$ cat config.mk
export PLATFORM = sky130hd
export DESIGN_NAME = sevenseg_bcd_display
export DESIGN_NICKNAME = d
export VERILOG_FILES = /design/src/rtl/sevenseg_bcd_display.sv
export SDC_FILE = /design/constraint.sdc
export NUM_CORES = 1
export LEC_CHECK = 0
export CORE_MARGIN = 10
export CORE_UTILIZATION = 60
export CTS_CLUSTER_SIZE = 16
export DETAILED_ROUTE_END_ITERATION = 10
export GPL_TIMING_DRIVEN = 0
export PLACE_DENSITY = 0.88
export SYNTH_ARGS = -nofsm -noshare
export SYNTH_HDL_FRONTEND = slang
export SYNTH_SLANG_ARGS = --single-unit
$ cat constraint.sdc
create_clock -name iClk -period 5.9 [get_ports iClk]
set_input_delay 0.885 -clock iClk [delete_from_list [all_inputs] [get_ports iClk]]
set_output_delay 0.885 -clock iClk [all_outputs]
set_load 0.02 [all_outputs]
$ cat src/rtl/sevenseg_bcd_display.sv
// N-digit decimal seven-segment driver.
// A binary value arrives over a valid/ready handshake. An iterative
// shift-add-3 (double dabble) engine turns it into BCD one bit per clock.
// The registered BCD digits are then decoded to segments, with leading-zero
// blanking, an overflow dash display and a free-running blink timebase.
module sevenseg_bcd_display #(
  parameter int NUM_DIGITS = 8,
  parameter int IN_WIDTH   = 32,
  parameter int BLINK_DIV  = 25_000_000,
  parameter bit ACTIVE_LOW = 1'b1
) (
  input  logic                    iClk,
  input  logic                    nRst,
  input  logic [IN_WIDTH-1:0]     iNum,
  input  logic                    iValid,
  output logic                    oReady,
  input  logic                    iBlink,
  input  logic                    iBlankLZ,
  output logic [7*NUM_DIGITS-1:0] oSeg,
  output logic                    oDone,
  output logic                    oOverflow,
  output logic [1:0]              dbg_state
);

  localparam int BW = 4 * NUM_DIGITS;
  localparam int CW = $clog2(IN_WIDTH + 1);
  localparam int DW = $clog2(BLINK_DIV);
  localparam logic [CW-1:0] LAST_BIT  = CW'(IN_WIDTH - 1);
  localparam logic [DW-1:0] BLINK_TOP = DW'(BLINK_DIV - 1);
  localparam logic [6:0]    SEG_DASH  = 7'b1000000;

  typedef enum logic [1:0] {
    S_IDLE = 2'd0,
    S_CONV = 2'd1,
    S_LOAD = 2'd2
  } state_t;

  state_t              state;
  logic [IN_WIDTH-1:0] bin_q;
  logic [BW-1:0]       work_q;
  logic [CW-1:0]       bit_cnt;
  logic                ovf_q;
  logic [BW-1:0]       digits_q;
  logic                done_q;
  logic                ovf_out_q;
  logic [DW-1:0]       blink_cnt;
  logic                phase;

  logic [BW-1:0]       adj_work;
  logic [BW-1:0]       shift_work;
  logic                shift_carry;
  logic [7*NUM_DIGITS-1:0] seg_hi;
  logic [3:0]          nib;
  logic [6:0]          pat;
  logic                higher_nz;

  // Handshake: a transfer happens on a rising edge where iValid and oReady are
  // both high. oReady is high only while idle; iValid during a conversion is
  // dropped, not queued, and iNum is never looked at after the transfer edge.
  assign oReady    = (state == S_IDLE);
  assign oDone     = done_q;
  assign oOverflow = ovf_out_q;
  assign dbg_state = state;

  // One double-dabble step: correct nibbles >= 5, then shift {bcd,bin} left.
  always_comb begin
    adj_work = work_q;
    for (int k = 0; k < NUM_DIGITS; k++) begin
      if (work_q[4*k +: 4] >= 4'd5) adj_work[4*k +: 4] = work_q[4*k +: 4] + 4'd3;
    end
    shift_carry = adj_work[BW-1];
    shift_work  = {adj_work[BW-2:0], bin_q[IN_WIDTH-1]};
  end

  // Conversion FSM: IDLE accepts, CONV shifts IN_WIDTH times, LOAD publishes.
  always_ff @(posedge iClk or negedge nRst) begin
    if (!nRst) begin
      state     <= S_IDLE;
      bin_q     <= '0;
      work_q    <= '0;
      bit_cnt   <= '0;
      ovf_q     <= 1'b0;
      digits_q  <= '0;
      done_q    <= 1'b0;
      ovf_out_q <= 1'b0;
    end else begin
      done_q <= 1'b0;
      case (state)
        S_IDLE: begin
          if (iValid) begin
            bin_q   <= iNum;
            work_q  <= '0;
            bit_cnt <= '0;
            ovf_q   <= 1'b0;
            state   <= S_CONV;
          end
        end
        S_CONV: begin
          work_q  <= shift_work;
          bin_q   <= bin_q << 1;
          ovf_q   <= ovf_q | shift_carry;
          bit_cnt <= bit_cnt + CW'(1);
          if (bit_cnt == LAST_BIT) state <= S_LOAD;
        end
        S_LOAD: begin
          digits_q  <= work_q;
          ovf_out_q <= ovf_q;
          done_q    <= 1'b1;
          state     <= S_IDLE;
        end
        default: state <= S_IDLE;
      endcase
    end
  end

  // Free-running blink timebase; phase flips every BLINK_DIV clocks.
  always_ff @(posedge iClk or negedge nRst) begin
    if (!nRst) begin
      blink_cnt <= '0;
      phase     <= 1'b0;
    end else if (blink_cnt == BLINK_TOP) begin
      blink_cnt <= '0;
      phase     <= ~phase;
    end else begin
      blink_cnt <= blink_cnt + DW'(1);
    end
  end

  // Segment decode, most significant digit first so leading zeros are known.
  // Priority: blink-off blanks all, then overflow dashes, then LZ blanking.
  always_comb begin
    seg_hi    = '0;
    higher_nz = 1'b0;
    nib       = 4'd0;
    pat       = 7'b0000000;
    for (int k = NUM_DIGITS - 1; k >= 0; k--) begin
      nib = digits_q[4*k +: 4];
      if (nib != 4'd0) higher_nz = 1'b1;
      if (iBlink && phase) begin
        pat = 7'b0000000;
      end else if (ovf_out_q) begin
        pat = SEG_DASH;
      end else if (iBlankLZ && (k != 0) && !higher_nz) begin
        pat = 7'b0000000;
      end else begin
        case (nib)
          4'd0:    pat = 7'b0111111;
          4'd1:    pat = 7'b0000110;
          4'd2:    pat = 7'b1011011;
          4'd3:    pat = 7'b1001111;
          4'd4:    pat = 7'b1100110;
          4'd5:    pat = 7'b1101101;
          4'd6:    pat = 7'b1111101;
          4'd7:    pat = 7'b0000111;
          4'd8:    pat = 7'b1111111;
          4'd9:    pat = 7'b1101111;
          default: pat = 7'b0000000;
        endcase
      end
      seg_hi[7*k +: 7] = pat;
    end
    oSeg = ACTIVE_LOW ? ~seg_hi : seg_hi;
  end

endmodule

# [Yosys cells after proc, flatten, opt, wreduce, memory -nomap -nowiden]
# Memory sizes are Yosys's and may differ from the RTL's.
# Cells that the tools add are included.
[totals] ff_bits=133 latch_bits=0 mem_bits_rw=0 mem_bits_ro=896 output_inout_bits=61 elab_cells=122 memories=8
[mem_list] name="(no name shown)" depth=16 word_bits=7 read_ports=1 rd_ports_with_merged_regs=0 wr=0 line="146" source="case (nib)"
[mem_list] name="(no name shown)" depth=16 word_bits=7 read_ports=1 rd_ports_with_merged_regs=0 wr=0 line="146"
[mem_list] name="(no name shown)" depth=16 word_bits=7 read_ports=1 rd_ports_with_merged_regs=0 wr=0 line="146"
[mem_list] name="(no name shown)" depth=16 word_bits=7 read_ports=1 rd_ports_with_merged_regs=0 wr=0 line="146"
[mem_list] name="(no name shown)" depth=16 word_bits=7 read_ports=1 rd_ports_with_merged_regs=0 wr=0 line="146"
[mem_list] name="(no name shown)" depth=16 word_bits=7 read_ports=1 rd_ports_with_merged_regs=0 wr=0 line="146"
[mem_list] name="2 more memories"
[op_classes] addsub=10 mul=0 n_div=0 n_lt_le_gt_ge=8 eq_ne=6 shift=0 muxes=51 n_bitwise=3 n_reduce_logical=26
[ops] cell="$mux W7" n=23
[ops] cell="$pmux W32 S2" n=2
[ops] cell="$mux W32" n=2
[ops] cell="$not A56 Y56" n=1
[ops] cell="$add A4 B2 Y4 const B" n=8
[ops] cell="$ge A4 B3 Y1 const B" n=8
[ops] cell="$mux W4" n=8
[ops] cell="$reduce_bool A4 Y1" n=7
[ops] cell="$add A25 B1 Y25 const B" n=1
[ops] cell="$eq A25 B25 Y1 const B" n=1
[ops] cell="$mux W25" n=1
[ops] cell="$pmux W6 S2" n=1
[ops] cell="$mux W1" n=9
[ops] cell="$logic_and A1 B1 Y1" n=8
[ops] cell="$logic_not A1 Y1" n=7
[ops] cell="$add A6 B1 Y6 const B" n=1
[ops] cell="$eq A6 B5 Y1 const B" n=1
[ops] cell="$mux W6" n=1
[ops] cell="$mux W2" n=2
[ops] cell="$ne A2 B2 Y1 const B" n=2
[ops] cell="$pmux W2 S2" n=1
[ops] cell="$reduce_and A2 Y1" n=2
[ops] cell="$eq A2 B1 Y1 const B" n=1
[ops] cell="$eq A2 B2 Y1 const B" n=1
[ops] cell="other kinds (5)" n=5

# [Logic depth before layout (Yosys ltp)]
[depth] depth_word=14 depth_mapped=6

# [Least setup slack after synthesis]
# No wires, ideal clock.
[synth_path] path_kind="register to output" start="reg digits_q[25]" end="out oSeg[20]" arrival_ns=2.279 setup_slack_ns=2.736 stages_incl_launch_ff=7 path_buffers=0 cell_sequence="dfrtp_1 -> inv_1 -> ha_1 -> or4b_1 -> nor3_1 -> nand4b_1 -> o31ai_1"
[synth_via] elab_chain_len=12
[synth_lines] element="from (decl)" line="43" source="logic [BW-1:0] digits_q;"
[synth_lines] element="from (signal assigned)" line="106" source="digits_q <= work_q;"
[synth_lines] element="$reduce_bool A4 Y1" line="138" source="if (nib != 4'd0) higher_nz = 1'b1;"
[synth_lines] element="$mux W1 (5 in series)" line="138"
[synth_lines] element="$logic_not A1 Y1" line="143" source="end else if (iBlankLZ && (k != 0) && !higher_nz) begin"
[synth_lines] element="$logic_and A1 B1 Y1" line="143"
[synth_lines] element="$mux W7" line="143"
[synth_lines] element="$mux W7" line="141" source="end else if (ovf_out_q) begin"
[synth_lines] element="$mux W7" line="139" source="if (iBlink && phase) begin"
[synth_lines] element="$not A56 Y56" line="162" source="oSeg = ACTIVE_LOW ? ~seg_hi : seg_hi;"
[synth_lines] element="to (decl)" line="19" source="output logic [7*NUM_DIGITS-1:0] oSeg,"
# No other way between the ends.

# [Worst setup path after layout]
[layout_path] start="reg digits_q[25]" end="out oSeg[8]"
[layout_via] elab_chain_len=13
[layout_lines] element="$reduce_bool A4 Y1" line="138"
[layout_lines] element="$mux W1 (6 in series)" line="138"
[layout_lines] element="$logic_not A1 Y1" line="143"
[layout_lines] element="$logic_and A1 B1 Y1" line="143"
[layout_lines] element="$mux W7" line="143"
[layout_lines] element="$mux W7" line="141"
[layout_lines] element="$mux W7" line="139"
[layout_lines] element="$not A56 Y56" line="162"
# No other way between the ends.

==> run_results.csv <==
group,metric,value,unit
setup_path,end_kind,"primary output",
sta,fmax,237,MHz
route,vias,7233,
clocking,htree_levels,4,
clocking,root_buffer,"clkbuf_16",
global_routing,grt_usage,0.216,
route,ant_nets,0,
floorplanning,io_pins,98,
cells_and_area,area_growth,21.4,%
route,route.detailed.drc,0,
synth,ys_types,62,
setup_path,worst_path_largest_cell_delay,650,ps
placement,gp_congestion,0.873,
setup_path,r2r-start,"dbg_state[0]$_DFFE_PN0P_",
setup_path,cp.arrival,3330,ps
cells_and_area,diodes,0,
clocking,cts_tree,"done",
floorplanning,die_area,18600,sq um
synth,seq_area_frac_synth,0.409,
sta,skew,7.87,ps
clocking,cts_buffers,17,
synth,ys.flop_type,"dfrtp_1",
clocking,cts_hold_buf,0,
clocking,clock_latency,420,ps
clocking,clk_pin_slew,50,ps
sta,final_hold_viol_count,0,
sta,period_needed,4220,ps
synth,synth_cells,903,
power,powerDensity,424,nW/um^2
setup_path,crit_slowest_cell,"clkdlybuf4s50_1",
job,cap_violations,0,
global_routing,grt-ovfl-total,0,
cells_and_area,nets,1114,
setup_path,cp_max_fo,6,
synth,yosysTopAreaCell,"dfrtp_1",
synth,syn_area,8140,sq um
setup_path,critPathLaunchType,"flip-flop",
setup_path,worstPathRequired,5020,ps
sta,setup_viol,0,
floorplanning,core,13200,sq um
clocking,cts_setup_buffers,0,
run_status,outcome,"finished, final reports clean",
sta,fin_crit_sh,0.714,
route,routedWlPerCell,16.7,um
synth,synth.most_common_cell,"dfrtp_1",
global_routing,antenna_found_initial,0,
synth,synth_area_leaders,"dfrtp_1 (41%), ha_1 (8.8%), o21ai_0 (7.6%), a21oi_1 (4.5%), nor2b_1 (3.5%)",
sta,drv_slew,0,
synth,async_flop_share,1.00,
setup_path,cp_cell_sequence,"inv_1 -> ha_1 -> or4b_1 -> nor4_4 -> nand4_1 -> o2111ai_1 -> clkdlybuf4s50_1",
sta,final.setup.tns,0,ps
placement,place_hpwl,14.3,mm
floorplanning,std_cell_rows,42,
power,power,4190,uW
synth,synth_nets,997,
route,first_iter_violations,546,
synth,synth_top_area_frac,0.409,
setup_path,reg2reg_depth,6,
clocking,clk_path_buf_depth,2,
route,first_pass_iters,5,
power,p_leak,0.00426,uW
min_path,hold_path_class,"input pin to asynchronous set/reset pin",
clocking,ctsResizeCount,0,
cells_and_area,layout-drive-gt1-share,0.0601,
setup_path,rrSetupSlack,3430,ps
synth,yosys_register_bits,133,
placement,portBuffers,97,
floorplanning,die_w,136,um
sta,slew_headroom,0.520,
synth,yosys-top-cells-count,"dfrtp_1 (133), o21ai_0 (124), a21oi_1 (73), nand2_1 (65), ha_1 (57)",
global_routing,grt_max_degree,94,
sta,rsz0062_at_grt,"false",
power,peakVddDrop,256,uV
setup_path,crit_type,"flip-flop to primary output",
synth,yosys_warnings,0,
global_routing,grt_pass1_vias,6995,
setup_path,reg2reg_to,"work_q[3]$_DFFE_PN0P_",
route,routed_via_density,5.99,
floorplanning,die_y,136,um
global_routing,grt_pass1_wl,33.3,mm
floorplanning,start_util,0.615,
sta,tightest_slew,714,ps
synth,synth-edff-count,0,
route,routed_wl,20.2,mm
clocking,numClockSinks,133,
synth,synth.avg_cell_area,9.01,sq um
-- through the flow --
step / hold slack (ps) / instance area (sq um) / cells / util / setup slack, ps
after CTS: 378 / 9880 / 1207 / 0.746 / 1690
after detailed placement: 469 / 9360 / 1177 / 0.707 / 1890
after global routing: 386 / 9880 / 1207 / 0.746 / 1520
final: 367 / 9880 / 1207 / 0.746 / 1680
after global placement: 455 / 9330 / 1176 / 0.705 / -1210
after floorplan: 438 / 8140 / 903 / - / 2740
-- area by class of cell --
| cell class | count | area (sq um) |
|---|---|---|
| buffer | 51 | 198 |
| clock buffer | 26 | 499 |
| clock inverter | 4 | 22.5 |
| fill | 970 | 3360 |
| inverter | 49 | 184 |
| multi-input combinational | 670 | 4430 |
| sequential | 133 | 3330 |
| tap | 176 | 220 |
| timing repair buffer | 98 | 1000 |
-- per-layer routing --
layer | GRT usage | vias to the layer above | part of all wire
li1 | - | 3451 | -
met1 | 0.266 | 3467 | 0.42
met2 | 0.357 | 269 | 0.48
met3 | 0.0520 | 46 | 0.075
met4 | 0.0870 | 0 | 0.020
met5 | 0 | - | 0
-- cell usage in the layout (no fill, tap or decap), types with 43 or more instances in the layout --
master           netlist  final
clkbuf_1              46     51
clkdlybuf4s50_1        0     96
o21ai_0              124    124
ha_1                  57     57
a21oi_1               73     73
dfrtp_1              133    133
nand2_1               65     65
inv_1                 49     49
nor2b_1               46     46
nor2_1                43     43
-- state kept, by name (all words and copies together) (netlist names) --
name       cells
oOverflow      1
bin_q         32
dbg_state      2
work_q        32
bit_cnt        6
blink_cnt     25
oDone          1
digits_q      32
ovf_q          1
phase          1
-- cells by family after synthesis --
| group | share of synthesized area |
|---|---|
| xor gates and xnor gates | 0.0366 |
| AOI/OAI and AO/OA | 0.220 |
| buffers and inverters | 0.0469 |
| adders and majority gates | 0.0876 |
| and+or+nand+nor | 0.171 |
| muxes | 0.0295 |
| DFF | 0.409 |
-- power by group --
group,total [uW],internal [uW],leakage (uW),switching [uW]
Clock,936,574,0.000256,362
Sequential,1350,1130,0.00176,218
Combinational,1900,875,0.00224,1030
Total,4190,2580,0.00426,1610
-- how the worst max path moves through the flow --
stage	start	endpoint	slack, ps	cells past startpoint
2_1_floorplan	digits_q[25]$_DFFE_PN0P_	oSeg[20]	2740	6
3_5_place_dp	iBlankLZ	oSeg[8]	1890	6
5_1_grt	digits_q[25]$_DFFE_PN0P_	oSeg[8]	1520	7
3_3_place_gp	nRst	oDone$_DFF_PN0_	-1210	1
4_1_cts	digits_q[25]$_DFFE_PN0P_	oSeg[8]	1690	7
6_report	digits_q[25]$_DFFE_PN0P_	oSeg[8]	1680	7
-- worst max-delay path, delay by kind of cell, from the launching register on --
kind,cells,cell delay [ps]
buffers and inverters,2,800
DFF,1,430
AOI/OAI and AO/OA,1,190
and+or+nand+nor,3,1300
adders and majority gates,1,190
Note: power is estimated with default switching activity, not from simulation.
